==> src/rtl/calc_run_ctrl.sv <==
// calc_run_ctrl: sequences one calculator run. It hands the shared data memory to the CPU,
// enforces a run-cycle budget, then reads the result word back for the display logic.
module calc_run_ctrl #(
  parameter logic [31:0] RESULT_ADDR = 32'd460,
  parameter int unsigned MAX_CYCLES  = 200
) (
  input  logic        hz100,
  input  logic        reset,
  input  logic        start,
  input  logic        clear,
  input  logic        fe_wr_en,
  input  logic [31:0] fe_addr,
  input  logic [31:0] fe_wdata,
  input  logic        cpu_mem_en,
  input  logic        cpu_wr,
  input  logic [31:0] cpu_addr,
  input  logic [31:0] cpu_wdata,
  input  logic        cpu_halt,
  output logic        mem_en,
  output logic        mem_wr,
  output logic [31:0] mem_addr,
  output logic [31:0] mem_wdata,
  input  logic [31:0] mem_rdata,
  output logic        cpu_enable,
  output logic [31:0] result,
  output logic        result_valid,
  output logic        busy,
  output logic        timeout,
  output logic        fe_reject
);

  typedef enum logic [2:0] {
    IDLE    = 3'd0,
    RUN     = 3'd1,
    FETCH   = 3'd2,
    WAIT_RD = 3'd3,
    DONE    = 3'd4,
    ERR     = 3'd5
  } state_t;

  localparam logic [15:0] LAST_CYCLE = 16'(MAX_CYCLES - 1);

  state_t      state;
  state_t      state_next;
  logic [15:0] counter;
  logic [15:0] counter_inc;
  logic        idle_like;
  logic        run_start;
  logic        run_stop;

  assign idle_like   = (state == IDLE) || (state == DONE) || (state == ERR);
  assign run_start   = idle_like && start && !clear;
  assign run_stop    = (state == RUN) && (state_next != RUN);
  assign counter_inc = (counter == 16'hFFFF) ? counter : counter + 16'd1;

  // State register.
  always_ff @(posedge hz100 or posedge reset) begin
    // NOTE: clocked blocks use non-blocking assignments only, so every register
    // samples pre-edge values regardless of the order blocks are evaluated in.
    if (reset) state <= IDLE;
    else       state <= state_next;
  end

  // Next-state logic; clear overrides everything, including start.
  always_comb begin
    // NOTE: default assignment first, so no path through the case can leave
    // state_next unassigned and infer a latch.
    state_next = state;
    if (clear) begin
      state_next = IDLE;
    end else begin
      case (state)
        IDLE, DONE, ERR: if (start) state_next = RUN;
        RUN: begin
          // halt takes priority over the budget expiring in the same cycle
          if (cpu_halt)                   state_next = FETCH;
          else if (counter == LAST_CYCLE) state_next = ERR;
        end
        FETCH:   state_next = WAIT_RD;
        WAIT_RD: state_next = DONE;
        default: state_next = IDLE;
      endcase
    end
  end

  // Output decode: memory-port ownership and busy follow the state alone.
  always_comb begin
    mem_en    = 1'b0;
    mem_wr    = 1'b0;
    mem_addr  = '0;
    mem_wdata = '0;
    busy      = 1'b0;
    case (state)
      RUN: begin
        mem_en    = cpu_mem_en;
        mem_wr    = cpu_wr;
        mem_addr  = cpu_addr;
        mem_wdata = cpu_wdata;
        busy      = 1'b1;
      end
      FETCH: begin
        mem_en   = 1'b1;
        mem_addr = RESULT_ADDR;
        busy     = 1'b1;
      end
      WAIT_RD: busy = 1'b1;
      default: begin
        mem_en    = fe_wr_en;
        mem_wr    = fe_wr_en;
        mem_addr  = fe_addr;
        mem_wdata = fe_wdata;
      end
    endcase
  end

  // Run bookkeeping and status registers.
  always_ff @(posedge hz100 or posedge reset) begin
    if (reset) begin
      counter      <= '0;
      cpu_enable   <= 1'b0;
      result       <= '0;
      result_valid <= 1'b0;
      timeout      <= 1'b0;
      fe_reject    <= 1'b0;
    end else begin
      // a front-end write arriving while busy is dropped by the port mux; flag it
      fe_reject <= fe_wr_en && busy;
      if (clear) begin
        counter      <= '0;
        cpu_enable   <= 1'b0;
        result       <= '0;
        result_valid <= 1'b0;
        timeout      <= 1'b0;
      end else begin
        counter <= ((state == RUN) && (state_next == RUN)) ? counter_inc : '0;
        if (run_start) begin
          cpu_enable   <= 1'b1;
          result_valid <= 1'b0;
          timeout      <= 1'b0;
        end
        if (run_stop) begin
          cpu_enable <= 1'b0;
          if (state_next == ERR) timeout <= 1'b1;
        end
        if (state == WAIT_RD) begin
          result       <= mem_rdata;
          result_valid <= 1'b1;
        end
      end
    end
  end

endmodule

==> config.mk <==
export PLATFORM = sky130hd
export DESIGN_NAME = calc_run_ctrl
export DESIGN_NICKNAME = d
export VERILOG_FILES = /design/src/rtl/calc_run_ctrl.sv
export SDC_FILE = /design/constraint.sdc
export NUM_CORES = 1
export LEC_CHECK = 0
export CAP_MARGIN = 15
export CELL_PAD_IN_SITES_DETAIL_PLACEMENT = 0
export CELL_PAD_IN_SITES_GLOBAL_PLACEMENT = 1
export CORE_UTILIZATION = 21
export CTS_CLUSTER_DIAMETER = 100
export DETAILED_ROUTE_END_ITERATION = 6
export GPL_ROUTABILITY_DRIVEN = 0
export GPL_TIMING_DRIVEN = 0
export PLACE_DENSITY_LB_ADDON = 0.25
export SYNTH_ARGS = -nofsm -noshare
export SYNTH_HDL_FRONTEND = slang
export SYNTH_SLANG_ARGS = --single-unit
==> constraint.sdc <==
create_clock -name hz100 -period 2.33 [get_ports hz100]
set_input_delay 0.466 -clock hz100 [delete_from_list [all_inputs] [get_ports hz100]]
set_output_delay 0.466 -clock hz100 [all_outputs]
set_load 0.05 [all_outputs]
Word-level counts from Yosys, hierarchy flattened
Index checks and enable logic that the tools add are counted.
W data, S select, Z words.
- flip-flop bits (word level): 55
- output and inout bits: 103
- add/subtract/negate cells: 1
- equality and inequality tests: 11
- multiplexer cells: 25
- reductions and logical operators: 15
- operators with widths (kind ; number):
    $pmux W32 S3 ; 1
    $mux W32 ; 2
    $pmux W32 S2 ; 1
    $mux W16 ; 3
    $add A16 B1 Y16 const B ; 1
    $eq A16 B16 Y1 const B ; 1
    $eq A16 B8 Y1 const B ; 1
    $mux W3 ; 4
    $pmux W3 S4 ; 1
    $mux W1 ; 11
    $eq A3 B3 Y1 const B ; 3
    $eq A3 B1 Y1 const B ; 2
    $eq A3 B2 Y1 const B ; 2
    $reduce_bool A3 Y1 ; 2
    $reduce_or A3 Y1 ; 2
    $logic_and A1 B1 Y1 ; 5
    $logic_not A3 Y1 ; 1
    $ne A3 B1 Y1 const B ; 1
    $ne A3 B3 Y1 const B ; 1
    $pmux W1 S3 ; 1
    $logic_or A1 B1 Y1 ; 2
    $pmux W1 S2 ; 1
    $reduce_bool A2 Y1 ; 1
    $reduce_or A2 Y1 ; 1
    $logic_not A1 Y1 ; 1

Longest topological paths before layout
Gate-level depths: netlist of the first run.
- depth after elaboration: 9
- gate-level depth with buffers: 7
- mapped depth without buffers: 5

Worst setup path after synthesis of the first run
Ideal clock, no wire load.
- path kind: register to output
- from: reg state[1]
- to: out mem_addr[2]
- arrival time: 2.055 ns
- setup slack: -0.191 ns
- stages on the path, launching flop included: 8
- path buffers: 2
- cells stage by stage: dfrtp_1 -> buf_2 -> nor2_1 -> or2_2 -> clkbuf_1 -> clkinv_1 -> nor2_1 -> a21oi_1
- word-level cells in the longest chain between the ends: 2
- ends and longest elaborated chain (element ; RTL line ; text):
    start, declared ; 43 ; state_t state;
    start signal, assigned ; 61 ; else state <= state_next;
    $eq A3 B2 Y1 / $eq A3 B1 Y1 (equally long branches) ; 93 ; case (state)
    $pmux W32 S3 * ; 93 ;
    end, declared ; 21 ; output logic [31:0] mem_addr,
Every way passes the cells marked *; elsewhere a longest branch is shown, timed or not.

Worst setup path in the final report of the first run
- from: reg state[0]
- to: out mem_addr[29]
Same word-level chain as after synthesis.

==> results of run 1 <==
==> critical path, cell delays in order (launching register included) <==
cell      delay, ns
dfrtp_2        0.41
nor2b_2        0.15
nor2b_2        0.15
clkbuf_8       0.16
clkbuf_8       0.17
a22o_1         0.29
buf_6          0.17
==> sequential cells by signal, summed over array words and instances (netlist names) <==
name,cells
counter,16
cpu_enable,1
fe_reject,1
result,32
result_valid,1
state,3
timeout,1
==> power by group through the flow <==
stage          Sequential [mW]  Combinational (mW)  Clock, mW
2_1_floorplan             1.05               0.923          0
3_3_place_gp              1.00                1.72          0
3_5_place_dp              1.00                1.73          0
4_1_cts                  0.982                1.75      0.786
5_1_grt                  0.984                1.82      0.819
6_report                 0.982                1.75      0.767
==> synthesized netlist by cell type, types with 2 or more instances <==
cell type,n
a22o_1,92
dfrtp_1,55
clkbuf_1,22
a21oi_1,17
nor2_1,15
nor3_1,11
nand2_1,9
nand2b_1,7
buf_2,5
inv_1,5
nor4_1,5
o21ai_0,5
a31oi_1,3
nand3_1,3
nand4_1,3
nor3b_1,3
o31ai_1,3
or4_1,3
a211oi_1,2
a21oi_2,2
nor2b_1,2
or2_2,2
or3_1,2
xnor2_1,2
xor2_1,2
==> through the flow <==
stage	instances	area (um2)	power, mW	TNS (ns)	hold slack [ns]
floorplan	300	3080	1.97	0	0.489
global placement	750	6010	2.73	-80.41	0.487
detailed placement	751	6030	2.73	-53.95	0.494
CTS	759	6160	3.51	0	0.511
global route	760	6190	3.62	0	0.532
finish	760	6190	3.50	0	0.505
==> cell families after synthesis <==
group	after synthesis	synth area share, %
compound gates	128	33.6
xor+xnor	4	1.15
mux	1	0.368
simple gates	78	15.2
flops	55	45.0
fa+ha+maj	1	0.409
buf+inv	33	4.26
==> timing repair <==
| action | in CTS | in global routing |
|---|---|---|
| hold buffers | 0 | 0 |
| setup endpoints to repair | 67 | 76 |
| resized for setup | 422 | 31 |
| endpoints found under the hold margin | 0 | 0 |
| setup buffers | 1 | 1 |
==> metal layers <==
| layer | up-vias | wire length [um] |
|---|---|---|
| met5 | - | 9 |
| met3 | 10 | 1270 |
| met2 | 168 | 7290 |
| li1 | 1736 | - |
| met4 | 2 | 139 |
| met1 | 1772 | 6350 |
==> worst paths after layout <==
| check | slack [ns] | to | cells past startpoint |
|---|---|---|---|
| max | 0.07 | mem_addr[29] | 6 |
| min | 0.50 | result[13]$_DFFE_PP0P_ | 1 |
| max reg2reg | 0.21 | counter[0]$_DFFE_PP0P_ | 5 |
| min reg2reg | 0.50 | result[13]$_DFFE_PP0P_ | 1 |
| max in group asynchronous | 1.17 | counter[4]$_DFFE_PP0P_ | 3 |
| min in group asynchronous | 0.58 | result[28]$_DFFE_PP0P_ | 2 |
==> final cells by class <==
cell class	count	area (um2)	area share, %
timing repair buffer	273	2620	42.3
clock buffer	5	125	2.02
clock inverter	3	22.5	0.364
tap	180	225	3.64
multi-input combinational	212	1640	26.5
sequential	55	1380	22.3
inverter	6	23.8	0.384
buffer	26	158	2.55
==> Flow_metrics.wiki, run 1 <==
{| class="wikitable"
! Metric !! Value
|-
| Sequential-to-total area share from yosys stat || 45.0%
|-
| Layout overhead on the synthesized area || 102%
|-
| Fmax || 0.442 GHz
|-
| Proportion of netlist area held by the largest area contributor || 45.0%
|-
| Starting DRT DRC Count || 186
|-
| Total wire length after detailed routing || 15.1 mm
|-
| Shortest clock period the worst path allows after layout || 2.26 ns
|-
| Die width || 123 um
|-
| HPWL after detailed placement || 12.0 mm
|-
| Number of cell rows || 43
|-
| Overall overflow remaining after global route || 0
|-
| Net load switching power || 1.43 mW
|-
| Combined global-route utilization of all metal layers || 18.5%
|-
| Category of the worst setup path capture point || output port
|-
| Count of unique library cells instantiated by Yosys || 45
|-
| Met2 global-route usage || 31.8%
|-
| Fraction of layout instances using a drive strength above 1 || 21.9%
|-
| Kind of path behind the tightest hold check || reg -> reg
|-
| Post-Place Worst Slack || -0.900 ns
|-
| Post-layout net count || 748
|-
| # fillers || 1403
|-
| Most used cells in the layout excluding fill and tap cells || clkdlybuf4s50_1, a22o_1, dfrtp_1
|-
| Total clock buffers created by CTS || 5
|-
| Number of iterations in the first detailed-routing pass || 4
|-
| Antenna-violating nets left || 0
|-
| Top cells by area, synth || dfrtp_1, a22o_1, a21oi_1
|-
| Post-synth design cell area || 3060 um2
|-
| Logic pwr share || 50.0%
|-
| RSZ-0062 raised after global routing || false
|-
| Number of I/O port buffers || 270
|-
| Startpoint of the worst setup timing path || state[0]$_DFF_PP0_
|-
| Setup ws final || 0.0667 ns
|-
| Layout Utilization || 44.1%
|-
| Launching element type of the critical path || flip-flop
|-
| Largest area contributor in the synthesized netlist || dfrtp_1
|-
| Transition time of the tightest slew-check pin || 0.785 ns
|-
| Clk slew on worst S/H paths || 0.08 ns
|-
| Starting Density || 21.8%
|-
| Result of the run || complete, no violations
|-
| GR Util met1 || 23.7%
|-
| Post-Syn Instances || 300
|-
| Number of antenna violations at the first check in global routing || 1
|-
| Share of power burned in the clock network || 21.9%
|-
| I/O Pins || 271
|-
| Maximum number of pins on one net before global-route repair || 29
|-
| Maximum fanout along the worst path || 10
|-
| Maximum ir drop on the vdd rail || 0.457 mV
|-
| Number of max-slew violations in the final report || 0
|-
| Via/cell ratio || 4.85
|-
| Total Die Area || 15000 um2
|-
| GRT busiest layer || met2
|-
| Via count of the first global-routing pass || 3605
|-
| Via count of the routed design || 3688
|-
| Number of synthesis warnings || 0
|-
| Asr flop ratio synth || 100%
|-
| Final cycle utilization of the critical path || 97.1%
|-
| MaxCap Viol Count || 0
|-
| Area of the placeable core || 14000 um2
|-
| Sequential share of power || 28.1%
|-
| Most frequent standard cell in the layout excluding fill and tap cells || clkdlybuf4s50_1
|-
| Kind of critical path || reg -> out
|-
| Post-Synthesis Net Count || 469
|-
| Clock tree from TritonCTS || done
|-
| Met3 layer usage reported by global route || 4.79%
|-
| Avg Synthesized Cell Area || 10.2 um2
|-
| Crit path required time || 1.86 ns
|-
| Root buffer cell || clkbuf_16
|-
| Startpoint of the worst register-to-register path || counter[0]$_DFFE_PP0P_
|-
| Worst-case headroom to the max-slew limit || 47.2%
|-
| Register bit count reported by yosys || 55
|-
| Final setup violation count || 0
|-
| Startpoint of the most critical hold path || result[13]$_DFFE_PP0P_
|-
| Worst clock skew on the final layout || 0.00414 ns
|-
| Arrival time at the worst endpoint || 1.80 ns
|-
| Post-DR wirelength/cell || 19.8 um
|-
| DR DRC count || 0
|-
| Worst-skew pair later-pin latency || 0.29 ns
|-
| Count of clock tree sinks || 55
|-
| Post-synth EDFFs || 0
|-
| Power density cells || 565 nW/um2
|-
| Diodes inserted || 0
|-
| Internal Power || 2.07 mW
|-
| Sw frac || 40.8%
|-
| Static leakage power || 2.67 nW
|-
| Synth Flop Type || dfrtp_1
|-
| H-tree lvl count || 2
|-
| Wire length of the first global-routing pass || 21.1 mm
|-
| Endpoints failing hold || 0
|-
| Die H || 123 um
|-
| Buffer levels on the longest clock path || 2
|}
No activity file was read; power rests on OpenSTA's default activity.
==> run 2, diff against run 1 <==
clock period = 2.6 ns   (was 2.33 ns; I/O delays follow)
==> Flow_metrics.wiki, run 2 (synthesized netlist as in run 1, its figures left out) <==
{| class="wikitable"
! Metric !! Value
|-
| Number of antenna violations at the first check in global routing || 0 (-1)
|-
| Maximum fanout along the worst path || 10 (unchanged)
|-
| Maximum number of pins on one net before global-route repair || 34 (+17%)
|-
| Number of iterations in the first detailed-routing pass || 4 (unchanged)
|-
| Number of buffers inserted to repair setup after CTS || 0 (-1)
|-
| Clock tree from TritonCTS || done
|-
| Worst-case headroom to the max-slew limit || 50.4% (+3.2 points)
|-
| Max FFs per register || 32 (unchanged)
|-
| Total wire length after detailed routing || 13.4 mm (-11%)
|-
| Fmax || 0.406 GHz
|-
| Die width || 123 um (unchanged)
|-
| Sw frac || 41.3% (+0.46 points)
|-
| DR DRC count || 0 (unchanged)
|-
| Via/cell ratio || 4.73 (-2.5%)
|-
| Largest registers in the final layout || result (32), counter (16), state (3)
|-
| MaxCap Viol Count || 0 (unchanged)
|-
| Power after layout || 2.96 mW (-15%)
|-
| Wire length of the first global-routing pass || 19.4 mm (-8.1%)
|-
| Shortest clock period the worst path allows after layout || 2.46 ns
|-
| Most frequent standard cell in the layout excluding fill and tap cells || clkdlybuf4s50_1
|-
| Number of cell rows || 43 (unchanged)
|-
| Via count of the routed design || 3588 (-2.7%)
|-
| Power density cells || 502 nW/um2 (-11%)
|-
| Most used cells in the layout excluding fill and tap cells || clkdlybuf4s50_1, a22o_1, buf_2
|-
| Total Die Area || 15000 um2 (unchanged)
|-
| Logic pwr share || 47.1% (-2.9 points)
|-
| Internal Power || 1.74 mW (-16%)
|-
| Via count of the first global-routing pass || 3513 (-2.6%)
|-
| Worst-skew pair later-pin latency || 0.29 ns (about the same)
|-
| Worst clock skew on the final layout || 0.0106 ns (+0.00643 ns)
|-
| Combined global-route utilization of all metal layers || 16.7% (-1.9 points)
|-
| Number of max-slew violations in the final report || 0 (unchanged)
|-
| Result of the run || complete, no violations
|-
| Diodes inserted || 0 (unchanged)
|-
| Kind of path behind the tightest hold check || reg -> reg
|-
| Launching element type of the critical path || flip-flop
|-
| Buffer levels on the longest clock path || 2 (unchanged)
|-
| Share of power burned in the clock network || 23.1% (+1.2 points)
|-
| Starting Density || 21.8% (unchanged)
|-
| Final setup violation count || 0 (unchanged)
|-
| Kind of critical path || reg -> out
|-
| Endpoints failing hold || 0 (unchanged)
|-
| Die H || 123 um (unchanged)
|-
| Crit path required time || 2.08 ns (+0.22 ns)
|-
| Antenna-violating nets left || 0 (unchanged)
|-
| Clk slew on worst S/H paths || 0.07 ns (about the same)
|-
| Net load switching power || 1.22 mW (-14%)
|-
| Most flop-heavy register || result
|-
| Final cycle utilization of the critical path || 94.6%
|-
| Overall overflow remaining after global route || 0 (unchanged)
|-
| Placement Cell Area || 6010 um2 (-0.37%)
|-
| Arrival time at the worst endpoint || 1.94 ns (+0.14 ns)
|-
| H-tree lvl count || 2 (unchanged)
|-
| Total clock buffers created by CTS || 5 (unchanged)
|-
| Post-layout net count || 746 (-0.27%)
|-
| HPWL after detailed placement || 10.9 mm (-9.3%)
|-
| Starting DRT DRC Count || 160 (-14%)
|-
| Number of I/O port buffers || 270 (unchanged)
|-
| Post-DR wirelength/cell || 17.6 um (-11%)
|-
| Layout overhead on the synthesized area || 92.5%
|-
| Count of clock tree sinks || 55 (unchanged)
|-
| Category of the worst setup path capture point || output port
|-
| I/O Pins || 271 (unchanged)
|-
| Sequential share of power || 29.8% (+1.7 points)
|-
| Fraction of layout instances using a drive strength above 1 || 18.7% (-3.2 points)
|-
| Transition time of the tightest slew-check pin || 0.738 ns (-0.0474 ns)
|-
| Static leakage power || 2.58 nW (-3.6%)
|-
| Root buffer cell || clkbuf_16
|-
| Maximum ir drop on the vdd rail || 0.243 mV (-47%)
|-
| Area of the placeable core || 14000 um2 (unchanged)
|-
| Final cell area excluding filler cells || 5890 um2 (-4.9%)
|}
==> run 2: changes by cell type in the layout (fill, tap and decap cells not counted), sizes merged <==
cell / change
clkbuf: +8
clkinvlp: +1
inv: -1
dlygate4sd2: +1
buf: -13
clkdlybuf4s15: +2
==> run 2: stage by stage <==
stage | std cells | setup TNS [ns] | utilization [%] | worst slack, ns | hold WS, ns
floorplan | 300 | 0 | - | 0.0252 | 0.489
global placement | 750 | -45.47 | 42.6 | -0.531 | 0.487
detailed placement | 751 | -31.12 | 42.8 | -0.573 | 0.491
CTS | 758 | 0 | 42.0 | 0.0140 | 0.512
global route | 758 | -0.00925 | 41.9 | -0.00432 | 0.523
finish | 758 | 0 | 41.9 | 0.139 | 0.503
==> run 2: timing repair <==
action	4_1_cts	5_1_grt
hold buffers	0	0
gates cloned	0	0
setup endpoints to repair	67	64
gates resized for setup	339	15
hold endpoints to repair	0	0
==> run 2: routing by layer <==
metal / track usage [%] / routed length [um]
met1: 23.6 / 6160
met2: 25.8 / 6170
met3: 4.46 / 990
met4: 2.21 / 53
met5: 0 / 0
==> run 2: path summary, 6_finish.rpt <==
kind | to | depth (start not counted) | slack [ns] | from
max | mem_addr[27] | 6 | 0.14 | state[2]$_DFF_PP0_
min | result[24]$_DFFE_PP0P_ | 1 | 0.50 | result[24]$_DFFE_PP0P_
max reg2reg | counter[1]$_DFFE_PP0P_ | 5 | 0.47 | counter[0]$_DFFE_PP0P_
min reg2reg | result[24]$_DFFE_PP0P_ | 1 | 0.50 | result[24]$_DFFE_PP0P_
max in group asynchronous | state[2]$_DFF_PP0_ | 3 | 1.46 | reset
min in group asynchronous | result[6]$_DFFE_PP0P_ | 2 | 0.58 | reset
==> run 2: area by class of cell <==
class / count / area, um2
Buffer: 26 / 135
Clock buffer: 5 / 125
Timing Repair Buffer: 271 / 2420
Sequential cell: 55 / 1380
Clock inverter: 3 / 27.5
Fill cell: 1393 / 8160
Tap cell: 180 / 225
Inverter: 6 / 23.8
Multi-Input combinational cell: 212 / 1550
==> run 2: power by group through the flow <==
stage / combinational (mW) / sequential, mW / clock (mW)
2_1_floorplan: 0.818 / 0.940 / 0
3_3_place_gp: 1.51 / 0.898 / 0
3_5_place_dp: 1.51 / 0.898 / 0
4_1_cts: 1.40 / 0.881 / 0.712
5_1_grt: 1.46 / 0.884 / 0.749
6_report: 1.39 / 0.882 / 0.683
==> run 2: worst max-delay path, stage by stage (launching register included) <==
cell      delay [ns]
dfrtp_1         0.45
nor2b_1         0.15
nor2b_1         0.13
buf_2           0.22
clkbuf_4        0.24
a22o_1          0.19
buf_2           0.27
